`config.mk`:
```
export PLATFORM = sky130hd
export DESIGN_NAME = unknown_protocol_tx
export DESIGN_NICKNAME = d
export VERILOG_FILES = /design/src/rtl/unknown_protocol_pkg.sv /design/src/rtl/unknown_protocol_frame_buf.sv /design/src/rtl/unknown_protocol_tx.sv
export SDC_FILE = /design/constraint.sdc
export NUM_CORES = 1
export LEC_CHECK = 0
export ABC_CLOCK_PERIOD_IN_PS = 2230
export CAP_MARGIN = 20
export CELL_PAD_IN_SITES_DETAIL_PLACEMENT = 0
export CELL_PAD_IN_SITES_GLOBAL_PLACEMENT = 2
export CORE_MARGIN = 1
export CORE_UTILIZATION = 36
export CTS_CLUSTER_SIZE = 28
export DETAILED_ROUTE_END_ITERATION = 12
export PLACE_DENSITY = 0.81
export SYNTH_ARGS = -nofsm -noshare
export SYNTH_HDL_FRONTEND = slang
export SYNTH_SLANG_ARGS = --single-unit
```
`constraint.sdc`:
```
create_clock -name clk -period 2.23 [get_ports clk]
set_clock_uncertainty 0.1 [all_clocks]
set_input_delay 0.446 -clock clk [delete_from_list [all_inputs] [get_ports clk]]
set_output_delay 0.446 -clock clk [all_outputs]
set_load 0.02 [all_outputs]
```
`src/rtl/unknown_protocol_pkg.sv`:
```
// Shared types and helpers for the unknown-protocol symbol link.
package unknown_protocol_pkg;

    typedef enum logic [1:0] {
        StIdle,
        StPreamble,
        StPayload,
        StGap
    } tx_state_e;

    localparam logic [2:0]  MAGIC_DEFAULT    = 3'b101;
    localparam int unsigned IDLE_SYM_DEFAULT = 0;

    // Bits needed to hold values 0..value-1.
    function automatic int unsigned clog2(input int unsigned value);
        int unsigned result;
        result = 0;
        for (int unsigned i = 0; i < 32; i++) begin
            if ((64'd1 << i) < 64'(value)) begin
                result = i + 1;
            end
        end
        return result;
    endfunction

    function automatic int unsigned max3(input int unsigned a, input int unsigned b,
                                         input int unsigned c);
        int unsigned m;
        m = a;
        if (b > m) begin
            m = b;
        end
        if (c > m) begin
            m = c;
        end
        return m;
    endfunction

endpackage

```
`src/rtl/unknown_protocol_frame_buf.sv`:
```
// One-entry pending frame buffer: written on an accept outside a launch point,
// cleared when its frame is launched.
module unknown_protocol_frame_buf
    import unknown_protocol_pkg::*;
#(
    parameter int unsigned DATA_W = 12
) (
    input  logic              clk,
    input  logic              resetn,
    input  logic              wr_en,
    input  logic [DATA_W-1:0] wr_data,
    input  logic              clr,
    output logic              pending_valid,
    output logic [DATA_W-1:0] pending_data
);

    logic              valid_q;
    logic [DATA_W-1:0] data_q;

    always_ff @(posedge clk or negedge resetn) begin
        if (!resetn) begin
            valid_q <= 1'b0;
            data_q  <= '0;
        end else begin
            if (clr) begin
                valid_q <= 1'b0;
            end
            if (wr_en) begin
                valid_q <= 1'b1;
                data_q  <= wr_data;
            end
        end
    end

    assign pending_valid = valid_q;
    assign pending_data  = data_q;

endmodule

```
`src/rtl/unknown_protocol_tx.sv`:
```
// Transmit end of the unknown-protocol link: serialises accepted frames as
// preamble, payload and gap symbols. The symbol bus is named seq because
// `sequence` is a reserved word in SystemVerilog.
module unknown_protocol_tx
    import unknown_protocol_pkg::*;
#(
    parameter int unsigned               COUNT_FOR_VALID = 2,
    parameter int unsigned               SEQUENCE_WIDTH  = 3,
    parameter logic [SEQUENCE_WIDTH-1:0] MAGIC           = SEQUENCE_WIDTH'(MAGIC_DEFAULT),
    parameter int unsigned               PAYLOAD_LEN     = 4,
    parameter int unsigned               GAP_CYCLES      = 1,
    parameter logic [SEQUENCE_WIDTH-1:0] IDLE_SYM        = SEQUENCE_WIDTH'(IDLE_SYM_DEFAULT)
) (
    input  logic                                  clk,
    input  logic                                  resetn,
    input  logic                                  in_valid,
    output logic                                  in_ready,
    input  logic [PAYLOAD_LEN*SEQUENCE_WIDTH-1:0] in_data,
    output logic [SEQUENCE_WIDTH-1:0]             seq,
    output logic                                  enable,
    output logic                                  busy,
    output logic                                  frame_done
);

    localparam int unsigned DATA_W  = PAYLOAD_LEN * SEQUENCE_WIDTH;
    localparam int unsigned CNT_MAX = max3(COUNT_FOR_VALID, PAYLOAD_LEN, GAP_CYCLES);
    localparam int unsigned CNT_W   = clog2(CNT_MAX + 1);

    localparam logic [CNT_W-1:0] CNT_ONE     = CNT_W'(1);
    localparam logic [CNT_W-1:0] CNT_PRE     = CNT_W'(COUNT_FOR_VALID);
    localparam logic [CNT_W-1:0] CNT_PAYLOAD = CNT_W'(PAYLOAD_LEN);
    localparam logic [CNT_W-1:0] CNT_GAP     = CNT_W'(GAP_CYCLES);

    tx_state_e state_q, state_d;
    logic [CNT_W-1:0]  cnt_q, cnt_d;
    logic [DATA_W-1:0] shreg_q, shreg_d;

    logic [SEQUENCE_WIDTH-1:0] seq_q, seq_d;
    logic enable_q, enable_d;
    logic busy_q, busy_d;
    logic done_q, done_d;

    logic              pending_valid;
    logic [DATA_W-1:0] pending_data;
    logic              buf_wr;
    logic              buf_clr;
    logic              launch_pt;
    logic              accept;

    assign in_ready  = !pending_valid;
    assign accept    = in_valid && in_ready;
    assign launch_pt = (state_q == StIdle) || ((state_q == StGap) && (cnt_q == CNT_ONE));

    unknown_protocol_frame_buf #(
        .DATA_W(DATA_W)
    ) u_frame_buf (
        .clk          (clk),
        .resetn       (resetn),
        .wr_en        (buf_wr),
        .wr_data      (in_data),
        .clr          (buf_clr),
        .pending_valid(pending_valid),
        .pending_data (pending_data)
    );

    always_comb begin
        state_d = state_q;
        cnt_d   = cnt_q;
        shreg_d = shreg_q;
        buf_wr  = 1'b0;
        buf_clr = 1'b0;

        unique case (state_q)
            StIdle: begin
            end
            StPreamble: begin
                if (cnt_q == CNT_ONE) begin
                    state_d = StPayload;
                    cnt_d   = CNT_PAYLOAD;
                end else begin
                    cnt_d = cnt_q - CNT_ONE;
                end
            end
            StPayload: begin
                shreg_d = shreg_q >> SEQUENCE_WIDTH;
                if (cnt_q == CNT_ONE) begin
                    state_d = StGap;
                    cnt_d   = CNT_GAP;
                end else begin
                    cnt_d = cnt_q - CNT_ONE;
                end
            end
            StGap: begin
                if (cnt_q != CNT_ONE) begin
                    cnt_d = cnt_q - CNT_ONE;
                end
            end
        endcase

        // A pending frame always has priority; otherwise an offered frame
        // bypasses the buffer so an idle link starts one edge after accept.
        if (launch_pt) begin
            if (pending_valid) begin
                state_d = StPreamble;
                cnt_d   = CNT_PRE;
                shreg_d = pending_data;
                buf_clr = 1'b1;
            end else if (in_valid) begin
                state_d = StPreamble;
                cnt_d   = CNT_PRE;
                shreg_d = in_data;
            end else begin
                state_d = StIdle;
                cnt_d   = '0;
            end
        end else begin
            buf_wr = accept;
        end
    end

    always_comb begin
        seq_d    = IDLE_SYM;
        enable_d = 1'b0;
        busy_d   = 1'b0;
        done_d   = 1'b0;

        unique case (state_q)
            StIdle: begin
            end
            StPreamble: begin
                seq_d    = MAGIC;
                enable_d = 1'b1;
                busy_d   = 1'b1;
            end
            StPayload: begin
                seq_d    = shreg_q[SEQUENCE_WIDTH-1:0];
                enable_d = 1'b1;
                busy_d   = 1'b1;
                done_d   = (cnt_q == CNT_ONE);
            end
            StGap: begin
                enable_d = 1'b1;
                busy_d   = 1'b1;
            end
        endcase
    end

    always_ff @(posedge clk or negedge resetn) begin
        if (!resetn) begin
            state_q  <= StIdle;
            cnt_q    <= '0;
            shreg_q  <= '0;
            seq_q    <= IDLE_SYM;
            enable_q <= 1'b0;
            busy_q   <= 1'b0;
            done_q   <= 1'b0;
        end else begin
            state_q  <= state_d;
            cnt_q    <= cnt_d;
            shreg_q  <= shreg_d;
            seq_q    <= seq_d;
            enable_q <= enable_d;
            busy_q   <= busy_d;
            done_q   <= done_d;
        end
    end

    assign seq        = seq_q;
    assign enable     = enable_q;
    assign busy       = busy_q;
    assign frame_done = done_q;

endmodule
```
==> metrics.csv, run 1 <==
metric,value,unit
dominant cell type by area after synthesis,dfrtp_1,
Max-Cap Viols,0,
most frequent cells in the layout,"35 x dfrtp_1, 21 x clkdlybuf4s50_1, 12 x a22oi_1",
Final Max Slew Viols,0,
synthesis-stage register bit count,35,
Total Power,2.894,mW
First-pass DRT Iterations,4,
Hold Crit Class,reg -> reg,
Core ar.,4414,um^2
Antenna diodes,0,
first-pass GRT wire length,5685,um
CTS Buf Count,5,
LEAKAGE,0.8864,nW
PD cells,1415,nW/um^2
cells after synthesis,136,
WL/cell,15.50,um
# DRC,0,
multi-input logic area,714.4,um^2
Seq pwr share,38.8,%
initial core utilization,38.04,%
most area-consuming cells after synthesis,"dfrtp_1 52%, mux2_4 8.9%, mux2i_1 6.0%",
crit path capture type,primary output,
worst hold start,u_frame_buf.pending_data[11],
Max IR drop VDD,0.6195,mV
Fmax,489.1,MHz
dpl hpwl,2260,um
worst skew pair latency,0.28,ns
CP Max Fanout,9,
Max stage delay on crit path,0.60,ns
die height,70.30,um
unrepaired setup endpoints after global routing,no,
worst setup path start,u_frame_buf.pending_valid,
Final Critical Period,2.045,ns
setup TNS,0,ns
post-CTS setup buffers,0,
# rows,24,
root buffer cell,clkbuf_8,
r2r startpoint,state_q[0],
DR vias/cell,5.224,
nets,182,
Psw,1.010,mW
buffers added on ports,21,
register area,875.8,um^2
"Hold-fix buffers, CTS",0,
final wirelength,3318,um
clock network fraction of total power,17.2,%
critical path launch point type,register,
"CP delay by family, top",buffers and inverters,
CTS tree,yes,
dpl cells,206,
syn avg cell area,12.35,um^2
antenna violations before repair,0,
CTS Buffer Depth,2,
"most common cell after layout, fill and taps aside",dfrtp_1,
"Cell Chain, Critical Path",inv_1 > clkdlybuf4s50_1,
critical path class,reg -> out,
routed via count,1118,
post-synth cell types,30,
cell area after synthesis,1679,um^2
Worst path slowest cell,clkdlybuf4s50_1,
DRT iter0 DRCs,35,
post-synthesis sequential area ratio,52.16,%
net count after synthesis,157,
largest net degree at the start of global routing,36,
status,"complete, no violations",
clock-pin slew on the worst setup and hold paths,0.07,ns
crit path DAT,1.50,ns
hold_ws,0.4019,ns
crit share post-route,91.69,%
vias in the first global route,1179,
die area,4941,um^2
# setup viols final,0,
WP data required,1.68,ns
Num Clock Sinks,35,
H-Tree Depth,2,
Tightest Pin Transition,0.4428,ns
Buf/Inv on CP,2,
gpl congestion,0.6534,
switch share,34.91,%
grt ovf,0,
Comb power frac,44.1,%
layout cells sized above 1,16.05,%
Top Ports,22,
Slew headroom,70.48,%
final antenna-violating net count,0,
Pint,1.884,mW
Synth top area share,52.16,%
Chip Width,70.30,um
Final Hold Vio Count,0,
fin cells,214,
Yosys warnings,0,
Layout area overhead,21.76,%
gr usage total,15.09,%
CTS resizes,0,
FILL cells,403,
final cells by class:
type | count | share of cell area (%)
flip-flops and latches | 35 | 42.84
multi-input cells | 83 | 34.94
repair buffers | 27 | 12.48
clock buffers | 8 | 4.896
well taps | 52 | 3.182
inverters | 9 | 1.652
cells in the mapped netlist:
cell	count
dfrtp_1	35
a22oi_1	12
mux2_4	10
mux2i_1	10
inv_1	9
o22ai_1	9
ha_1	6
buf_2	5
nor2_1	5
nor2b_1	5
a21oi_1	4
o32ai_1	3
and3b_1	2
buf_4	2
mux2_1	2
nand3b_1	2
o21ai_0	2
a21boi_1	1
a221oi_1	1
and2_1	1
and3_4	1
buf_6	1
clkbuf_1	1
nor2_2	1
nor2b_2	1
nor3_1	1
o211ai_1	1
o21ai_1	1
o31a_1	1
or2_1	1
cell families (layout without fill, tap and decap cells):
group	count (synthesis)	count (layout)	share of synthesized area, %
AO/OA/AOI/OAI	35	35	14.31
adder cells (fa/ha/maj)	6	6	4.471
buffers and inverters	18	44	5.290
flip-flops	35	35	52.16
multiplexers	22	22	16.24
AND/OR/NAND/NOR	20	20	7.527
worst paths after layout:
check | depth (start not counted) | slack, ns | endpoint
min in group asynchronous | 2 | 0.48 | cnt_q[2]
max | 2 | 0.19 | in_ready
max reg2reg | 5 | 0.39 | u_frame_buf.pending_data[11]
max in group asynchronous | 2 | 1.23 | u_frame_buf.pending_data[5]
min reg2reg | 1 | 0.40 | u_frame_buf.pending_data[11]
min | 1 | 0.40 | u_frame_buf.pending_data[11]
flip-flops by register name, summed over array words and instances (netlist names):
name,flops
frame_done,1
state_q,2
cnt_q,3
u_frame_buf.pending_valid,1
seq,3
u_frame_buf.pending_data,12
busy,1
shreg_q,12
per-stage QoR:
stage / setup slack [ns] / cell area, um^2 / util (%)
final: 0.1854 / 2044 / 46.32
after global routing: 0.09408 / 2044 / 46.32
after CTS: 0.1714 / 2044 / 46.32
after detailed placement: 0.1854 / 1944 / 44.05
after global placement: 0.1973 / 1944 / 44.05
after floorplan: 0.5229 / 1679 / -
worst reg2reg max path, cell delays in order (launching register included):
cell	delay, ns
dfrtp_1	0.39
inv_1	0.09
ha_1	0.31
inv_1	0.14
and3_4	0.35
mux2_1	0.35
layer usage:
metal  track usage (%)  share of wire [%]  routed length, um
met5                 0                  0                  0
met4             5.333                1.4                 48
met3             4.618                3.6                118
met2             24.76                 49               1641
met1             18.67                 45               1509
power by group through the flow:
stage	sequential, mW	combinational, mW	clock (mW)
after floorplan	1.10	0.958	0
after global placement	1.11	1.25	0
after detailed placement	1.13	1.29	0
after CTS	1.12	1.29	0.513
after global routing	1.16	1.41	0.547
final	1.12	1.28	0.496
Note: power is estimated with default switching activity, not from simulation.
==> inputs of run 2 (changes only) <==
CTS_CLUSTER_DIAMETER = 40   (was not set)
==> results of run 2 <==
The final DEF is identical to that of run 1; final timing and power are the same.
==> RTL change 1: new RTL, config.mk and constraints of run 2 <==
Encoding of `tx_state_e`: now one-hot (4 bits for 4 states).
--- a/src/rtl/unknown_protocol_pkg.sv
+++ b/src/rtl/unknown_protocol_pkg.sv
@@ -1,11 +1,11 @@
 // Shared types and helpers for the unknown-protocol symbol link.
 package unknown_protocol_pkg;
 
-    typedef enum logic [1:0] {
-        StIdle,
-        StPreamble,
-        StPayload,
-        StGap
+    typedef enum logic [3:0] {
+        StIdle     = 4'b0001,
+        StPreamble = 4'b0010,
+        StPayload  = 4'b0100,
+        StGap      = 4'b1000
     } tx_state_e;
 
     localparam logic [2:0]  MAGIC_DEFAULT    = 3'b101;
Function: same outputs for any inputs over 10 cycles, from zero or initial values and one cycle with resetn low; not proved beyond that.
==> RTL change 1 against run 2 <==
- final area is 6.8% higher
- utilization is 0.99 points lower
- hold slack worse by 0.016 ns
- worst setup slack better by 0.059 ns
- sequential cell count is 2 higher
- area after synthesis is 9.7% higher
- global-route usage is 0.46 points higher
- wire length is 7.4% higher
- total power is 5.5% lower
- clock power is 6.0% lower
==> RTL change 1: results (changes against run 2) <==
{
  "placedCellCount": {"value": 233, "change": "+13%"},
  "avgRoutedWirePerCell": {"value": 14.8, "unit": "um", "change": "-4.3%"},
  "avgSynthCellArea": {"value": 12.2, "unit": "um^2", "change": "-1.2%"},
  "cp.arrival": {"value": 1.44, "unit": "ns", "change": "-0.06 ns"},
  "grt_use_total": {"value": 0.156, "change": "+0.00464"},
  "synthDistinctLibCells": {"value": 41, "change": "+37%"},
  "grt_pass1_wl": {"value": 6.20, "unit": "mm", "change": "+9.0%"},
  "final_nets": {"value": 190, "change": "+4.4%"},
  "synth_common_cells": "sky130_fd_sc_hd__dfrtp_1 (36), sky130_fd_sc_hd__a22oi_1 (12), sky130_fd_sc_hd__mux2_1 (10), sky130_fd_sc_hd__mux2i_1 (10), sky130_fd_sc_hd__o22ai_1 (10)",
  "synthMuxAreaShare": {"value": 0.134, "change": "-0.0286"},
  "synth_area_leaders": "sky130_fd_sc_hd__dfrtp_1 (49%), sky130_fd_sc_hd__mux2_1 (6.1%), sky130_fd_sc_hd__mux2i_1 (5.4%)",
  "outcome": "complete, no violations",
  "ys_seq_area_frac": {"value": 0.503, "change": "-0.0182"},
  "cellPowerDensity": {"value": 1250, "unit": "mW/mm^2", "change": "-11%"},
  "post_synth_fa_ha_maj_area_fraction": {"value": 0.0136, "change": "-0.0311"},
  "timing.hold.worst.start": "shreg_q[1]$_DFF_PN0_",
  "leakagePower": {"value": 0.931, "unit": "nW", "change": "+5.0%"},
  "m1WireLength": {"value": 1.61, "unit": "mm", "change": "+6.7%"},
  "vias_per_cell": {"value": 5.25, "change": "+0.41%"},
  "detail_route.wirelength": {"value": 3.56, "unit": "mm", "change": "+7.4%"},
  "pwr-share-clk": {"value": 0.170, "change": "-0.002"},
  "fillCellCount": {"value": 476, "change": "+18%"},
  "vdd_drop_max": {"value": 624, "unit": "uV", "change": "+0.67%"},
  "timing.critical_path.fanout_max": {"value": 7, "change": "-2"},
  "dpl_cell_area": {"value": 0.00210, "unit": "mm^2", "change": "+7.9%"},
  "power.switching": {"value": 0.955, "unit": "mW", "change": "-5.5%"},
  "power.share.sequential": {"value": 0.423, "change": "+0.035"},
  "dp_slack": {"value": 0.168, "unit": "ns", "change": "-0.0170 ns"},
  "layout-drive-gt1-share": {"value": 0.133, "change": "-0.0275"},
  "synth_fp_nets": {"value": 168, "change": "+7.0%"}
}
==> RTL change 1: layout make-up <==
class,count,share of cell area
repair buffers,27,0.117
inverters,6,0.0103
clock buffers,7,0.0395
well taps,67,0.0384
flip-flops and latches,37,0.425
multi-input cells,96,0.370
==> RTL change 1: metal layers <==
metal | vias up | track usage
met3 | 2 | 0.0453
met5 | - | 0
met1 | 633 | 0.180
li1 | 603 | -
met2 | 21 | 0.269
met4 | 0 | 0.0620
==> RTL change 1: path summary, 6_finish.rpt <==
path | cells past startpoint | slack, ns | endpoint
worst max-delay path | 2 | 0.24 | in_ready
worst min-delay path | 1 | 0.39 | seq[1]$_DFF_PN0_
worst max register to register | 4 | 0.25 | u_frame_buf.pending_data[0]$_DFFE_PN0P_
worst min register to register | 1 | 0.39 | seq[1]$_DFF_PN0_
max in group asynchronous | 2 | 1.18 | state_q[0]$_DFFE_PN1P_
min in group asynchronous | 2 | 0.49 | frame_done$_DFF_PN0_
==> RTL change 2: new RTL, config.mk and constraints of run 2 <==
Made on the original files. `SEQUENCE_WIDTH`: 3 -> 5.
--- a/src/rtl/unknown_protocol_tx.sv
+++ b/src/rtl/unknown_protocol_tx.sv
@@ -5,7 +5,7 @@
     import unknown_protocol_pkg::*;
 #(
     parameter int unsigned               COUNT_FOR_VALID = 2,
-    parameter int unsigned               SEQUENCE_WIDTH  = 3,
+    parameter int unsigned               SEQUENCE_WIDTH  = 5,
     parameter logic [SEQUENCE_WIDTH-1:0] MAGIC           = SEQUENCE_WIDTH'(MAGIC_DEFAULT),
     parameter int unsigned               PAYLOAD_LEN     = 4,
     parameter int unsigned               GAP_CYCLES      = 1,
Ports: changed (resized in_data and seq); port bits go from 22 to 32. The function was not compared with the original's and may differ.
==> RTL change 2 against run 2 <==
- worst setup slack better by 0.072 ns
- utilization up 0.54 points
- area after synthesis up 48%
- sequential cell count up 18
- final area up 49%
- die area up 47%
- global-route usage down 0.083 points
- hold slack worse by 0.38 ns
- wire length up 49%
- total power up 40%
- critical endpoint unchanged
- largest cell class unchanged
- largest power group unchanged
==> RTL change 2: results (changes against run 2) <==
{
  "outcome": "complete, no violations",
  "post_synth_fa_ha_maj_area_fraction": {"value": 0.0302, "change": "-0.0145"},
  "ys_seq_area_frac": {"value": 0.533, "change": "+0.0116"},
  "grt_use_total": {"value": 0.150, "change": "-0.000826"},
  "synth_fp_nets": {"value": 222, "change": "+41%"},
  "synth_common_cells": "sky130_fd_sc_hd__dfrtp_1 (53), sky130_fd_sc_hd__a22oi_1 (20), sky130_fd_sc_hd__mux2_4 (20)",
  "timing.critical_path.fanout_max": {"value": 5, "change": "-4"},
  "final_nets": {"value": 254, "change": "+40%"},
  "clk-insertion-delay-late": {"value": 0.32, "unit": "ns", "change": "+0.04 ns"},
  "classification_of_the_worst_slack_hold_path": "in2async",
  "port_buffers": {"value": 31, "change": "+48%"},
  "synth_compound_area_frac": {"value": 0.145, "change": "+0.00230"},
  "pin_count_of_the_biggest_net_entering_global_routing": {"value": 31, "change": "-14%"},
  "firstDrtPassIters": {"value": 4, "change": "unchanged"},
  "pwr-share-clk": {"value": 0.141, "change": "-0.031"},
  "hpwl": {"value": 3.25, "unit": "mm", "change": "+44%"},
  "leakagePower": {"value": 1.32, "unit": "nW", "change": "+49%"},
  "dp_slack": {"value": 0.125, "unit": "ns", "change": "-0.0604 ns"},
  "synth_area_leaders": "sky130_fd_sc_hd__dfrtp_1 (53%), sky130_fd_sc_hd__mux2_4 (12%), sky130_fd_sc_hd__mux2i_1 (6.4%)",
  "gp_congestion": {"value": 0.702, "change": "+7.4%"},
  "vias_per_cell": {"value": 5.30, "change": "+1.4%"},
  "grt_pass1_wl": {"value": 8.49, "unit": "mm", "change": "+49%"},
  "layout-drive-gt1-share": {"value": 0.181, "change": "+0.0209"},
  "synth_xor_area_frac": {"value": 0, "change": "unchanged"},
  "h-tree-depth": {"value": 2, "change": "unchanged"},
  "ys_dominant_reg_cell": "sky130_fd_sc_hd__dfrtp_1",
  "synthDistinctLibCells": {"value": 28, "change": "-6.7%"},
  "fillCellCount": {"value": 603, "change": "+50%"},
  "grt_pass1_vias": {"value": 1700, "change": "+44%"},
  "vdd_drop_max": {"value": 505, "unit": "uV", "change": "-18%"},
  "drtIter0Drc": {"value": 59, "change": "+69%"},
  "clk_pin_slew": {"value": 0.11, "unit": "ns", "change": "+0.04 ns"},
  "total_power": {"value": 4.06, "unit": "mW", "change": "+40%"},
  "avgRoutedWirePerCell": {"value": 16.3, "unit": "um", "change": "+4.9%"},
  "powerComb": {"value": 1.84, "unit": "mW", "change": "+44%"},
  "insertedDiodeCount": {"value": 0, "change": "unchanged"},
  "relSlewSlack": {"value": 0.605, "change": "-0.100"},
  "synthMuxAreaShare": {"value": 0.185, "change": "+0.0227"},
  "power.switching": {"value": 1.42, "unit": "mW", "change": "+41%"}
}
==> RTL change 2: path summary, 6_finish.rpt <==
kind                                                             to  slack [ns]  cells past startpoint                                  start
setup reg to reg           u_frame_buf.pending_data[19]$_DFFE_PN0P_        0.49                      5                   cnt_q[0]$_DFFE_PN0P_
min in group clk                                   seq[1]$_DFF_PN0_        0.41                      1                   shreg_q[1]$_DFF_PN0_
setup / recovery                                           in_ready        0.26                      2  u_frame_buf.pending_valid$_DFFE_PN0P_
max in group asynchronous  u_frame_buf.pending_data[11]$_DFFE_PN0P_        1.44                      2                                 resetn
hold reg to reg                                    seq[1]$_DFF_PN0_        0.41                      1                   shreg_q[1]$_DFF_PN0_
hold / removal              u_frame_buf.pending_data[2]$_DFFE_PN0P_        0.02                      1                                 resetn
==> RTL change 2: layout make-up <==
cell class	instances	area (um^2)	share of cell area
timing repair buffer	40	448	0.147
clock buffer	5	68.8	0.0226
clock inverter	3	26.3	0.00863
inverter	11	41.3	0.0136
tap	77	96.3	0.0317
sequential	53	1330	0.436
multi-input combinational	114	1040	0.340
==> RTL change 2: through the flow <==
step                      std cells  instance area, um^2   util
after floorplan                 193                 2490      -
after global placement          295                 2950  0.454
after detailed placement        295                 2950  0.454
after CTS                       303                 3040  0.469
after global routing            303                 3040  0.469
final                           303                 3040  0.469
==> RTL change 2: layer usage <==
layer | up-vias | track usage | part of all wire
li1 | 770 | - | -
met1 | 805 | 0.213 | 0.51
met2 | 24 | 0.231 | 0.45
met3 | 6 | 0.0350 | 0.029
met4 | 0 | 0.0416 | 0.012
met5 | - | 0 | 0
==> RTL change 2: worst max-delay path: cells and delay by family (launching register included) <==
kind / cells / cell delay (ns)
DFF: 1 / 0.45
buffers and inverters: 2 / 0.67
